<file path="src/rtl/issue_ctrl_pkg.sv">
// Shared definitions for the issue controller: register-index width and
// mul/div state encodings.
package issue_ctrl_pkg;

  localparam int unsigned REG_W    = 5;
  localparam int unsigned NUM_REGS = 32;

  typedef logic [REG_W-1:0] reg_idx_t;

  localparam logic [0:0] MD_IDLE = 1'b0;
  localparam logic [0:0] MD_BUSY = 1'b1;

endpackage

</file>
<file path="src/rtl/issue_tag_fifo.sv">
// Synchronous FIFO of register tags; pop while empty is ignored, push while
// full is accepted only alongside a pop.
module issue_tag_fifo
  import issue_ctrl_pkg::*;
#(
  parameter int unsigned DEPTH = 4
) (
  input  logic                   clk_i,
  input  logic                   rst_n_i,
  input  logic                   push_i,
  input  logic                   pop_i,
  input  reg_idx_t               data_i,
  output reg_idx_t               data_o,
  output logic [$clog2(DEPTH):0] count_o,
  output logic                   empty_o,
  output logic                   full_o
);

  localparam int unsigned PTR_W = $clog2(DEPTH);
  localparam int unsigned CW    = PTR_W + 1;

  reg_idx_t         mem_q [DEPTH];
  logic [PTR_W-1:0] rd_ptr_q, rd_ptr_d;
  logic [PTR_W-1:0] wr_ptr_q, wr_ptr_d;
  logic [CW-1:0]    count_q, count_d;
  logic             do_push, do_pop;

  assign empty_o = (count_q == '0);
  assign full_o  = (count_q == CW'(DEPTH));
  assign count_o = count_q;
  assign data_o  = mem_q[rd_ptr_q];
  assign do_pop  = pop_i & ~empty_o;
  assign do_push = push_i & (~full_o | do_pop);

  always_comb begin
    rd_ptr_d = rd_ptr_q;
    wr_ptr_d = wr_ptr_q;
    count_d  = count_q;
    if (do_pop)  rd_ptr_d = rd_ptr_q + PTR_W'(1);
    if (do_push) wr_ptr_d = wr_ptr_q + PTR_W'(1);
    if (do_push && !do_pop)      count_d = count_q + CW'(1);
    else if (do_pop && !do_push) count_d = count_q - CW'(1);
  end

  always_ff @(posedge clk_i or negedge rst_n_i) begin
    if (!rst_n_i) begin
      rd_ptr_q <= '0;
      wr_ptr_q <= '0;
      count_q  <= '0;
      for (int i = 0; i < int'(DEPTH); i++) mem_q[i] <= '0;
    end else begin
      rd_ptr_q <= rd_ptr_d;
      wr_ptr_q <= wr_ptr_d;
      count_q  <= count_d;
      if (do_push) mem_q[wr_ptr_q] <= data_i;
    end
  end

endmodule

</file>
<file path="src/rtl/issue_ctrl.sv">
// In-order issue controller: scoreboards long-latency writers, arbitrates the
// mul/div unit, tracks outstanding loads and serializes CSR instructions.
module issue_ctrl
  import issue_ctrl_pkg::*;
#(
  parameter int unsigned LD_DEPTH = 4,
  parameter int unsigned CNT_W    = 16
) (
  input  logic                      clk_i,
  input  logic                      rst_n_i,
  input  logic                      flush_i,
  input  logic                      dec_valid_i,
  input  reg_idx_t                  dec_reg_dr_i,
  input  reg_idx_t                  dec_reg_sr1_i,
  input  reg_idx_t                  dec_reg_sr2_i,
  input  logic                      dec_muldiv_i,
  input  logic                      dec_mem_ld_i,
  input  logic                      dec_csr_i,
  output logic                      iss_ready_o,
  output logic                      iss_valid_o,
  output logic                      md_start_o,
  output logic                      md_busy_o,
  input  logic                      md_done_i,
  output logic                      ld_issue_o,
  input  logic                      ld_resp_i,
  output logic [$clog2(LD_DEPTH):0] ld_cnt_o,
  output logic                      ld_err_o,
  output logic [CNT_W-1:0]          stall_cnt_o
);

  logic [NUM_REGS-1:0] sb_q, sb_d;
  logic [0:0]          md_state_q, md_state_d;
  reg_idx_t            md_rd_q, md_rd_d;
  logic                ld_err_q, ld_err_d;
  logic [CNT_W-1:0]    stall_q, stall_d;

  reg_idx_t ld_tag;
  logic     ld_empty, ld_full, ld_pop;
  logic     haz, md_block, ld_block, csr_block, md_clear;

  issue_tag_fifo #(.DEPTH(LD_DEPTH)) u_ld_fifo (
    .clk_i   (clk_i),
    .rst_n_i (rst_n_i),
    .push_i  (ld_issue_o),
    .pop_i   (ld_resp_i),
    .data_i  (dec_reg_dr_i),
    .data_o  (ld_tag),
    .count_o (ld_cnt_o),
    .empty_o (ld_empty),
    .full_o  (ld_full)
  );

  // Issue decision uses registered state only; a writeback this cycle unblocks next cycle.
  assign haz = ((dec_reg_sr1_i != '0) & sb_q[dec_reg_sr1_i])
             | ((dec_reg_sr2_i != '0) & sb_q[dec_reg_sr2_i])
             | ((dec_reg_dr_i  != '0) & sb_q[dec_reg_dr_i]);
  assign md_block  = dec_muldiv_i & md_busy_o;
  assign ld_block  = dec_mem_ld_i & ld_full;
  assign csr_block = dec_csr_i & (md_busy_o | (ld_cnt_o != '0) | (sb_q != '0));

  assign iss_ready_o = rst_n_i & ~haz & ~md_block & ~ld_block & ~csr_block;
  assign iss_valid_o = dec_valid_i & iss_ready_o & ~flush_i;
  assign md_start_o  = iss_valid_o & dec_muldiv_i;
  assign ld_issue_o  = iss_valid_o & dec_mem_ld_i;
  assign md_busy_o   = (md_state_q == MD_BUSY);
  assign ld_err_o    = ld_err_q;
  assign stall_cnt_o = stall_q;

  assign ld_pop   = ld_resp_i & ~ld_empty;
  assign md_clear = md_busy_o & md_done_i;

  always_comb begin
    md_state_d = md_state_q;
    md_rd_d    = md_rd_q;
    case (md_state_q)
      MD_IDLE: if (md_start_o) begin
        md_state_d = MD_BUSY;
        md_rd_d    = dec_reg_dr_i;
      end
      MD_BUSY: if (md_done_i) md_state_d = MD_IDLE;
      default: md_state_d = MD_IDLE;
    endcase
  end

  // Clears first so a same-index set (only reachable if WAW were bypassed) wins.
  always_comb begin
    sb_d = sb_q;
    if (md_clear && md_rd_q != '0) sb_d[md_rd_q] = 1'b0;
    if (ld_pop && ld_tag != '0)    sb_d[ld_tag]  = 1'b0;
    if (iss_valid_o && (dec_muldiv_i || dec_mem_ld_i) && dec_reg_dr_i != '0)
      sb_d[dec_reg_dr_i] = 1'b1;
    sb_d[0] = 1'b0;
  end

  always_comb begin
    ld_err_d = ld_err_q | (ld_resp_i & ld_empty);
    stall_d  = stall_q;
    if (dec_valid_i && !iss_ready_o && !flush_i && stall_q != '1)
      stall_d = stall_q + CNT_W'(1);
  end

  always_ff @(posedge clk_i or negedge rst_n_i) begin
    if (!rst_n_i) begin
      sb_q       <= '0;
      md_state_q <= MD_IDLE;
      md_rd_q    <= '0;
      ld_err_q   <= 1'b0;
      stall_q    <= '0;
    end else begin
      sb_q       <= sb_d;
      md_state_q <= md_state_d;
      md_rd_q    <= md_rd_d;
      ld_err_q   <= ld_err_d;
      stall_q    <= stall_d;
    end
  end

endmodule

</file>
<file path="config.mk">
export PLATFORM = sky130hd
export DESIGN_NAME = issue_ctrl
export DESIGN_NICKNAME = d
export VERILOG_FILES = /design/src/rtl/issue_ctrl_pkg.sv /design/src/rtl/issue_tag_fifo.sv /design/src/rtl/issue_ctrl.sv
export SDC_FILE = /design/constraint.sdc
export NUM_CORES = 1
export LEC_CHECK = 0
export ABC_CLOCK_PERIOD_IN_PS = 9460
export BUFFER_PORTS_ARGS = -buffer_cell sky130_fd_sc_hd__buf_2
export CAP_MARGIN = 10
export CORE_MARGIN = 2
export CORE_UTILIZATION = 65
export CTS_BUF_LIST = sky130_fd_sc_hd__clkbuf_8
export CTS_CLUSTER_SIZE = 40
export DETAILED_ROUTE_END_ITERATION = 16
export MAX_ROUTING_LAYER = met4
export PLACE_DENSITY = 0.86
export SLEW_MARGIN = 10
export SYNTH_ARGS = -nofsm -noshare
export SYNTH_HDL_FRONTEND = slang
export SYNTH_SLANG_ARGS = --single-unit
</file>
<file path="constraint.sdc">
create_clock -name clk_i -period 9.46 [get_ports clk_i]
set_input_delay 0.473 -clock clk_i [delete_from_list [all_inputs] [get_ports clk_i]]
set_output_delay 0.473 -clock clk_i [all_outputs]
set_load 0.005 [all_outputs]
</file>
==> results of run 1 <==
-- flip-flops by register name (all words and copies together), names as in the netlist --
signal	count
sb_q	31
stall_cnt_o	16
ld_err_o	1
md_busy_o	1
u_ld_fifo.count_o	3
md_rd_q	5
u_ld_fifo.mem_q	20
u_ld_fifo.rd_ptr_q	2
u_ld_fifo.wr_ptr_q	2
-- cell families (layout without fill, tap and decap cells) --
family,after synthesis,count (layout),synth area share [%]
multiplexers,65,65,19.3
adder cells (fa/ha/maj),7,7,1.89
AND/OR/NAND/NOR,149,149,18.3
buffers and inverters,38,78,3.69
XOR/XNOR,21,21,3.66
AO/OA/AOI/OAI,89,89,12.8
flip-flops,81,81,40.3
-- worst paths after layout --
check	slack (ps)	endpoint	cells after the start	from
max	5320	iss_valid_o	9	u_ld_fifo.count_o[1]
min	80	sb_q[2]	1	rst_n_i
max reg2reg	5400	u_ld_fifo.count_o[2]	13	u_ld_fifo.count_o[1]
min reg2reg	460	ld_err_o	1	ld_err_o
max in group asynchronous	8440	u_ld_fifo.mem_q[2]	2	rst_n_i
min in group clk_i	340	ld_err_o	2	ld_resp_i
-- area by class of cell --
class	count	area (µm²)	area share, %
tap	102	128	2.33
inverter	14	65.1	1.19
multi-input combinational	331	2810	51.4
sequential	81	2030	37.1
clock buffer	9	124	2.27
clock inverter	6	61.3	1.12
timing repair buffer	49	250	4.58
-- where the power goes --
| group | total [mW] | switching, mW | leakage (nW) | internal, mW |
|---|---|---|---|---|
| combinational | 0.346 | 0.178 | 1.21 | 0.168 |
| clock | 0.250 | 0.130 | 0.100 | 0.120 |
| sequential | 0.514 | 0.0960 | 1.08 | 0.418 |
| total | 1.11 | 0.404 | 2.40 | 0.705 |
-- Yosys cell counts, types with 9 or more instances --
cell type	instances	area, µm²
dfrtp_1	81	2030
o221ai_1	31	272
nand2_1	27	101
o21ai_1	24	120
mux2_4	21	315
xnor2_1	19	166
mux2i_1	18	180
clkbuf_1	17	63.8
mux4_2	16	360
nand3_1	15	75.1
nor2_1	15	56.3
inv_1	13	48.8
nand4_1	13	81.3
nor2b_1	10	62.6
nor4_1	10	62.6
and3_1	9	56.3
o31ai_1	9	67.6
-- worst reg2reg max path: cells and delay by family (launching register included) --
family | cells | cell delay [ps]
simple gates | 6 | 2130
fa+ha+maj | 2 | 580
flops | 1 | 470
compound gates | 2 | 440
xor+xnor | 2 | 330
buf+inv | 1 | 60
-- through the flow --
stage,worst slack (ps),utilization [%],instance area (µm²)
6_report,5320,71.9,5470
5_1_grt,5200,71.9,5470
4_1_cts,5390,71.9,5470
3_5_place_dp,5240,69.4,5280
3_3_place_gp,5360,69.4,5280
2_1_floorplan,5700,-,5020
-- per-layer routing --
metal / vias up / part of all wire, % / track usage [%]
met2: 300 / 47 / 55.6
met4: 0 / 3.2 / 15.0
met5: - / 0 / -
li1: 1813 / - / -
met1: 2031 / 40 / 47.7
met3: 53 / 9.5 / 6.41
==> out/qor.txt, run 1 <==
Seq cells post-synth -> 81
Hold_ws -> 83.1 ps
Seq/Total Area, Yosys -> 40.3%
Final HPWL DP -> 9840 µm
Final setup viols -> 0
Clk_skew -> 17.0 ps
Count of cell types in the netlist -> 62
Max Freq -> 242 MHz
DRT iter0 DRCs -> 522
Hold Buf Count CTS -> 0
CP max stage delay -> 600 ps
Post-synth EDFFs -> 0
Mapped Cells -> 450
Wire length per cell -> 23.4 µm
Post-CTS sizing -> 0
Pleak -> 2.40 nW
Die Y -> 91.9 µm
First-pass GRT wire length -> 22700 µm
Crit path kind -> flop to output port
Layout Cells excl Fill -> 592
Longest Clk Path Bufs -> 2
Pwr Total -> 1.11 mW
Cell count after placement -> 577
Worst slew margin -> 42.9%
Inserted Diodes -> 0
CTS buffer count -> 9
H-tree Lvls -> 3
Starting Density -> 66.0%
CP arrival -> 3660 ps
Number of global-route vias before repair -> 4242
Syn Std Cell Area -> 5020 µm²
Max-cap violations -> 0
Final hold vios -> 0
Slew Limit Fails -> 0
Min cycle time layout -> 4140 ps
Via density -> 7.09
Row cnt -> 32
I/O pin count -> 49
Hold Crit Class -> input pin to asynchronous set/reset pin
Total clock sinks -> 81
CP bufs+invs -> 2
Placeable Area -> 7610 µm²
Mean post-synth cell area -> 11.2 µm²
Initial antenna violation count -> 0
Layout cells sized above 1 -> 25.1%
CP endpoint kind -> output port
Final net count -> 517
Status -> finished, final reports clean
DRC errors left -> 0
Total length of routed wires -> 13900 µm
Post-synth ARST share -> 100%
CTS tree -> done
Final period utilization -> 43.7%
Post-Syn Nets -> 481
RSZ-0062 raised after global routing -> false
Gr ovfl total -> 0
1st-pass router iterations -> 5
CP Max Fanout -> 19
Die ar. -> 8450 µm²
Total GRT Usage -> 36.0%
Area delta synth->final -> 8.82%
Clock-pin slew on the worst setup and hold paths -> 100 ps
Slew @ Worst Pin -> 855 ps
Number of fill cells in the layout -> 552
Required @ worst endpoint -> 8990 ps
Chip width -> 91.9 µm
Clock Latency Late Sink -> 360 ps
Pin count of the biggest net entering global routing -> 45
Commonest non-fill, non-tap cell in the layout -> dfrtp_1
Slowest-stage cell, CP -> nor3_1
DR vias -> 4197
Most frequent cells in the layout -> 81 x dfrtp_1, 47 x buf_2, 31 x o221ai_1, 27 x nand2_1, 24 x o21ai_1
P per Cell Area -> 203 nW/µm²
Synth warn -> 0
Root Driver -> clkbuf_8
Top delay family on crit path -> simple AND/OR/NAND/NOR gates
Critical-path cell list -> nor3_1 > nand3_1 > o31ai_1 > o21ai_0 > or4_1 > or2_1 > nand2b_4 > clkinv_8 > buf_2
GP Congestion -> 0.933
Setup Buffers After CTS -> 0
Setup tns final -> 0 ps
IO buf count -> 48
Synth Flop Type -> dfrtp_1
Startpoint types -> flop
Remaining antenna violation count after routing -> 0
Worst VDD drop -> 0.000181 V
No activity file was read; power rests on OpenSTA's default activity.
==> run 2, diff against run 1 <==
--- a/config.mk
+++ b/config.mk
@@ -5,16 +5,16 @@
 export SDC_FILE = /design/constraint.sdc
 export NUM_CORES = 1
 export LEC_CHECK = 0
-export ABC_CLOCK_PERIOD_IN_PS = 9460
+export ABC_CLOCK_PERIOD_IN_PS = 3940
 export BUFFER_PORTS_ARGS = -buffer_cell sky130_fd_sc_hd__buf_2
 export CAP_MARGIN = 10
 export CORE_MARGIN = 2
-export CORE_UTILIZATION = 65
+export CORE_UTILIZATION = 62
 export CTS_BUF_LIST = sky130_fd_sc_hd__clkbuf_8
 export CTS_CLUSTER_SIZE = 40
 export DETAILED_ROUTE_END_ITERATION = 16
 export MAX_ROUTING_LAYER = met4
-export PLACE_DENSITY = 0.86
+export PLACE_DENSITY = 0.83
 export SLEW_MARGIN = 10
 export SYNTH_ARGS = -nofsm -noshare
 export SYNTH_HDL_FRONTEND = slang
==> constraint.sdc (replaced) <==
create_clock -name clk_i -period 3.94 [get_ports clk_i]
set_input_delay 0.197 -clock clk_i [delete_from_list [all_inputs] [get_ports clk_i]]
set_output_delay 0.197 -clock clk_i [all_outputs]
set_load 0.005 [all_outputs]
==> run 2 against run 1 <==
  * Die area up 4.6%
  * Clock-buffer cell count unchanged
  * Via count increased by 0.69%
  * Flip-flop and latch count unchanged
  * Worst setup slack worse by 4900 ps
  * Global-route usage down 2.0 points
  * Critical endpoint is now sb_q[19]
  * Cell count up 0.34%
  * Non-clock buffer count is 3 higher
  * Worst hold slack worse by 14 ps
  * First-iteration DRC count is 6.9% higher
==> out/qor.txt, run 2 (synthesized netlist as in run 1, its figures left out) <==
Status -> finished, final reports clean (unchanged)
CP Max Fanout -> 18 (was 19)
CP arrival -> 3810 ps (was 3660 ps)
Starting Density -> 64.3% (was 66.0%)
P per Cell Area -> 487 nW/µm² (was 203 nW/µm²)
Required @ worst endpoint -> 4190 ps (was 8990 ps)
Slew Limit Fails -> 0 (unchanged)
Setup Buffers After CTS -> 0 (unchanged)
Slew @ Worst Pin -> 998 ps (was 855 ps)
Total GRT Usage -> 34.0% (was 36.0%)
Inserted Diodes -> 0 (unchanged)
Commonest non-fill, non-tap cell in the layout -> dfrtp_1 (unchanged)
Clock-pin slew on the worst setup and hold paths -> 80 ps (was 100 ps)
Crit path kind -> flop to flop (was flop to output port)
Combinational Power Share -> 30.4% (was 31.2%)
Number of global-route vias before repair -> 4184 (was 4242)
Psw -> 0.932 mW (was 0.404 mW)
Wire length per cell -> 23.1 µm (was 23.4 µm)
DRC errors left -> 0 (unchanged)
Number of fill cells in the layout -> 573 (was 552)
Die Y -> 94.0 µm (was 91.9 µm)
Layout cells sized above 1 -> 25.2% (was 25.1%)
Final net count -> 520 (was 517)
Row cnt -> 32 (unchanged)
Total clock sinks -> 81 (unchanged)
Pin count of the biggest net entering global routing -> 82 (was 45)
Clock Latency Late Sink -> 350 ps (was 360 ps)
Die ar. -> 8840 µm² (was 8450 µm²)
Remaining antenna violation count after routing -> 0 (unchanged)
GP Congestion -> 0.984 (was 0.933)
CP endpoint kind -> flop (was output port)
Initial antenna violation count -> 0 (unchanged)
Reg power frac -> 46.0% (was 46.3%)
Max-cap violations -> 0 (unchanged)
Clk_skew -> 10.4 ps (was 17.0 ps)
DRT iter0 DRCs -> 558 (was 522)
Root Driver -> clkbuf_8 (unchanged)
Worst slew margin -> 33.5% (was 42.9%)
Top reg by flops -> sb_q (unchanged)
Hold_ws -> 69.2 ps (was 83.1 ps)
Setup tns final -> 0 ps (unchanged)
I/O pin count -> 49 (unchanged)
Setup slack, reg-to-reg -> 380 ps (was 5400 ps)
Pleak -> 2.41 nW (was 2.40 nW)
Worst VDD drop -> 0.000346 V (was 0.000181 V)
Depth of the worst hold-timing path -> 2
Longest Clk Path Bufs -> 2 (unchanged)
Final setup viols -> 0 (unchanged)
Reg-to-Reg Start -> u_ld_fifo.count_o[1] (unchanged)
Pwr Total -> 2.68 mW (was 1.11 mW)
Post-CTS sizing -> 0 (unchanged)
Hold Buf Count CTS -> 0 (unchanged)
Startpoint types -> flop (unchanged)
Flip-flop count of the largest register after layout -> 31 (unchanged)
R2r endpoint -> sb_q[19] (was u_ld_fifo.count_o[2])
Area delta synth->final -> 9.54% (was 8.82%)
Worst R2R Path Depth -> 11 (was 13)
H-tree Lvls -> 3 (unchanged)
1st-pass router iterations -> 6 (was 5)
Most frequent cells in the layout -> 81 x dfrtp_1, 47 x buf_2, 31 x o221ai_1, 27 x nand2_1, 24 x o21ai_1 (unchanged)
Gr ovfl total -> 0 (unchanged)
Final HPWL DP -> 9520 µm (was 9840 µm)
Via density -> 7.11 (was 7.09)
Chip width -> 94.0 µm (was 91.9 µm)
Final hold vios -> 0 (unchanged)
Worst Hold End -> ld_err_o
First-pass GRT wire length -> 22300 µm (was 22700 µm)
Clk pwr share -> 23.5% (was 22.5%)
CTS buffer count -> 9 (unchanged)
Max Freq -> 281 MHz
CTS tree -> done (unchanged)
Hold Crit Class -> input pin to flop (was input pin to asynchronous set/reset pin)
Placeable Area -> 7810 µm² (was 7610 µm²)
Total length of routed wires -> 13700 µm (was 13900 µm)
RSZ-0062 raised after global routing -> false (unchanged)
Final period utilization -> 90.4%
Switching part of the total power -> 34.7% (was 36.4%)
IO buf count -> 48 (unchanged)
Worst Hold Launch -> ld_resp_i
Min cycle time layout -> 3560 ps
Int Power -> 1.75 mW (was 0.705 mW)
DR vias -> 4226 (was 4197)
==> run 2: cell type report <==
cell class,instances,area (µm²),share of cell area (%)
well taps,102,128,2.32
multi-input cells,331,2810,51.1
flip-flops and latches,81,2030,36.8
inverters,14,65.1,1.18
clock buffers,9,124,2.25
clock inverters,5,75.1,1.36
repair buffers,52,273,4.96
==> run 2: per-stage QoR <==
step,area [µm²],std cells,setup slack [ps],util (%)
2_1_floorplan,5020,450,456,-
3_3_place_gp,5300,580,544,67.9
3_5_place_dp,5300,580,458,67.9
4_1_cts,5500,594,424,70.5
5_1_grt,5500,594,159,70.5
6_report,5500,594,380,70.5
==> run 2: per-layer routing <==
metal | share of wire, % | wire (µm) | track usage (%)
met4 | 3.5 | 475 | 13.3
met3 | 10 | 1440 | 7.30
met1 | 40 | 5430 | 46.3
met2 | 46 | 6370 | 50.5
met5 | 0 | 0 | -
==> run 2: worst max-delay path by stage <==
stage                                    start                    to  slack [ps]  cells after the start
after floorplan               dec_reg_sr1_i[0]  u_ld_fifo.count_o[2]         460                     15
after CTS                              sb_q[2]  u_ld_fifo.count_o[2]         420                     13
final                     u_ld_fifo.count_o[1]              sb_q[19]         380                     11
after detailed placement       dec_reg_dr_i[0]  u_ld_fifo.count_o[2]         460                     15
after global routing      u_ld_fifo.count_o[1]  u_ld_fifo.count_o[2]         160                     13
after global placement         dec_reg_dr_i[0]  u_ld_fifo.count_o[2]         540                     15
==> run 2: power groups by stage <==
stage,combinational [mW],clock (mW),sequential (mW)
4_1_cts,0.808,0.642,1.23
2_1_floorplan,0.627,0,1.15
6_report,0.816,0.632,1.23
5_1_grt,0.890,0.679,1.26
3_3_place_gp,0.776,0,1.23
3_5_place_dp,0.799,0,1.24
==> run 2: worst max-delay path, stage by stage, from the launching register on <==
cell and delay [ps]:
dfrtp_1 440, nor3_1 510, nand3_1 160, o31ai_1 260, o21ai_0 100, or4_1 460, or2_1 280, buf_4 230
nand2b_4 240, clkinv_8 120, nand4_2 320, o21ai_1 320
==> run 3, diff against run 2 <==
--- a/config.mk
+++ b/config.mk
@@ -8,6 +8,7 @@
 export ABC_CLOCK_PERIOD_IN_PS = 3940
 export BUFFER_PORTS_ARGS = -buffer_cell sky130_fd_sc_hd__buf_2
 export CAP_MARGIN = 10
+export CORE_ASPECT_RATIO = 0.6
 export CORE_MARGIN = 2
 export CORE_UTILIZATION = 62
 export CTS_BUF_LIST = sky130_fd_sc_hd__clkbuf_8
==> run 3 against run 2 <==
  * Sequential power about the same
  * Critical endpoint is now u_ld_fifo.count_o[2]
  * Die area up 0.26%
  * Routed wire length up 5.5%
  * Largest cell class unchanged
  * Global-route usage up 1.8 points
==> out/qor.txt, run 3 (synthesized netlist as in run 1, its figures left out) <==
Status -> finished, final reports clean (unchanged)
Min cycle time layout -> 3620 ps (was 3560 ps)
Clk_skew -> 7.63 ps (was 10.4 ps)
CP arrival -> 3900 ps (was 3810 ps)
Area delta synth->final -> 9.76% (was 9.54%)
Pwr Total -> 2.69 mW (was 2.68 mW)
Wire length per cell -> 24.0 µm (was 23.1 µm)
Flip-flop count of the largest register after layout -> 31 (unchanged)
Core Util, Final -> 70.2% (was 70.5%)
Design Area, Final -> 5510 µm² (was 5500 µm²)
Worst Hold Launch -> ld_resp_i (unchanged)
Worst VDD drop -> 0.000412 V (was 0.000346 V)
Worst slew margin -> 32.6% (was 33.5%)
CTS buffer count -> 9 (unchanged)
Hold Crit Class -> input pin to flop (unchanged)
Commonest non-fill, non-tap cell in the layout -> dfrtp_1 (unchanged)
Hold Buf Count CTS -> 0 (unchanged)
Chip width -> 120 µm (was 94.0 µm)
First-pass GRT wire length -> 22700 µm (was 22300 µm)
IO buf count -> 48 (unchanged)
Starting Density -> 64.0% (was 64.3%)
Startpoint types -> flop (unchanged)
1st-pass router iterations -> 6 (unchanged)
Gr ovfl total -> 0 (unchanged)
Final HPWL DP -> 10600 µm (was 9520 µm)
Required @ worst endpoint -> 4210 ps (was 4190 ps)
Number of fill cells in the layout -> 586 (was 573)
CP Max Fanout -> 5 (was 18)
Depth of the worst hold-timing path -> 2 (unchanged)
GP Congestion -> 0.995 (was 0.984)
Final hold vios -> 0 (unchanged)
Final setup viols -> 0 (unchanged)
DRC errors left -> 0 (unchanged)
Layout cells sized above 1 -> 25.8% (was 25.2%)
H-tree Lvls -> 3 (unchanged)
Setup Buffers After CTS -> 0 (unchanged)
CTS tree -> done (unchanged)
CP endpoint kind -> flop (unchanged)
RSZ-0062 raised after global routing -> false (unchanged)
Slew Limit Fails -> 0 (unchanged)
Remaining antenna violation count after routing -> 0 (unchanged)
P per Cell Area -> 488 nW/µm² (was 487 nW/µm²)
Placed cell area -> 5330 µm² (was 5300 µm²)
Most frequent cells in the layout -> 81 x dfrtp_1, 47 x buf_2, 31 x o221ai_1, 27 x nand2_1, 24 x o21ai_1 (unchanged)
Final period utilization -> 92.0% (was 90.4%)
Die ar. -> 8860 µm² (was 8840 µm²)
Total clock sinks -> 81 (unchanged)
Pin count of the biggest net entering global routing -> 82 (unchanged)
Root Driver -> clkbuf_8 (unchanged)
Critical path startpoint -> sb_q[2] (was u_ld_fifo.count_o[1])
Number of global-route vias before repair -> 4091 (was 4184)
Crit path kind -> flop to flop (unchanged)
Clock-pin slew on the worst setup and hold paths -> 80 ps (about the same)
Reg-to-Reg Start -> sb_q[2] (was u_ld_fifo.count_o[1])
Total GRT Usage -> 35.8% (was 34.0%)
Clock Latency Late Sink -> 370 ps (was 350 ps)
Slew @ Worst Pin -> 1010 ps (was 998 ps)
DRT iter0 DRCs -> 684 (was 558)
Row cnt -> 25 (was 32)
Pleak -> 2.42 nW (was 2.41 nW)
Setup tns final -> 0 ps (unchanged)
Longest Clk Path Bufs -> 2 (unchanged)
Initial antenna violation count -> 0 (unchanged)
Post-CTS sizing -> 0 (unchanged)
Hold_ws -> 53.3 ps (was 69.2 ps)
Max Freq -> 276 MHz (was 281 MHz)
Final net count -> 522 (was 520)
I/O pin count -> 49 (unchanged)
Max-cap violations -> 0 (unchanged)
DR vias -> 4286 (was 4226)
Worst R2R Path Depth -> 13 (was 11)
Inserted Diodes -> 0 (unchanged)
Total length of routed wires -> 14500 µm (was 13700 µm)
Die Y -> 73.7 µm (was 94.0 µm)
Top reg by flops -> sb_q (unchanged)
Placeable Area -> 7850 µm² (was 7810 µm²)
Via density -> 7.10 (was 7.11)
[run 3: cell type report]
type / instances / area (µm²) / area share [%]
inverter: 14 / 65.1 / 1.18
timing repair buffer: 54 / 288 / 5.22
sequential: 81 / 2030 / 36.8
tap: 108 / 135 / 2.45
clock buffer: 9 / 124 / 2.25
clock inverter: 7 / 63.8 / 1.16
multi-input combinational: 331 / 2810 / 51.0
[run 3: stage by stage]
step                cells  setup slack, ps
global placement      588              450
global route          604              208
detailed placement    588              326
CTS                   604              380
finish                604              316
floorplan             450              456
[run 3: critical path, stage by stage (launching register included)]
cell and delay (ps):
dfrtp_1 480, mux2_4 310, a221oi_2 260, a2111oi_0 130, a211o_1 280, or4_1 490
or2_1 280, nor2_1 150, ha_1 210, inv_1 60, fa_1 380, xor2_1 160
nor2_1 130, xor2_1 210
[run 3: power breakdown]
part	switching, mW	total (mW)	internal, mW
registers	0.245	1.25	1.00
logic	0.453	0.860	0.408
clock network	0.299	0.585	0.287
[run 3: routing by layer]
| layer | track usage (%) | wire length, µm |
|---|---|---|
| met1 | 50.5 | 6240 |
| met2 | 47.0 | 5960 |
| met3 | 14.4 | 2060 |
| met4 | 10.7 | 216 |
| met5 | - | 0 |
[run 3: final timing paths]
check / endpoint / slack [ps]
setup / recovery: u_ld_fifo.count_o[2] / 320
setup reg to reg: u_ld_fifo.count_o[2] / 320
max in group asynchronous: sb_q[5] / 3170
hold / removal: ld_err_o / 50
hold reg to reg: ld_err_o / 450
min in group asynchronous: md_busy_o / 80
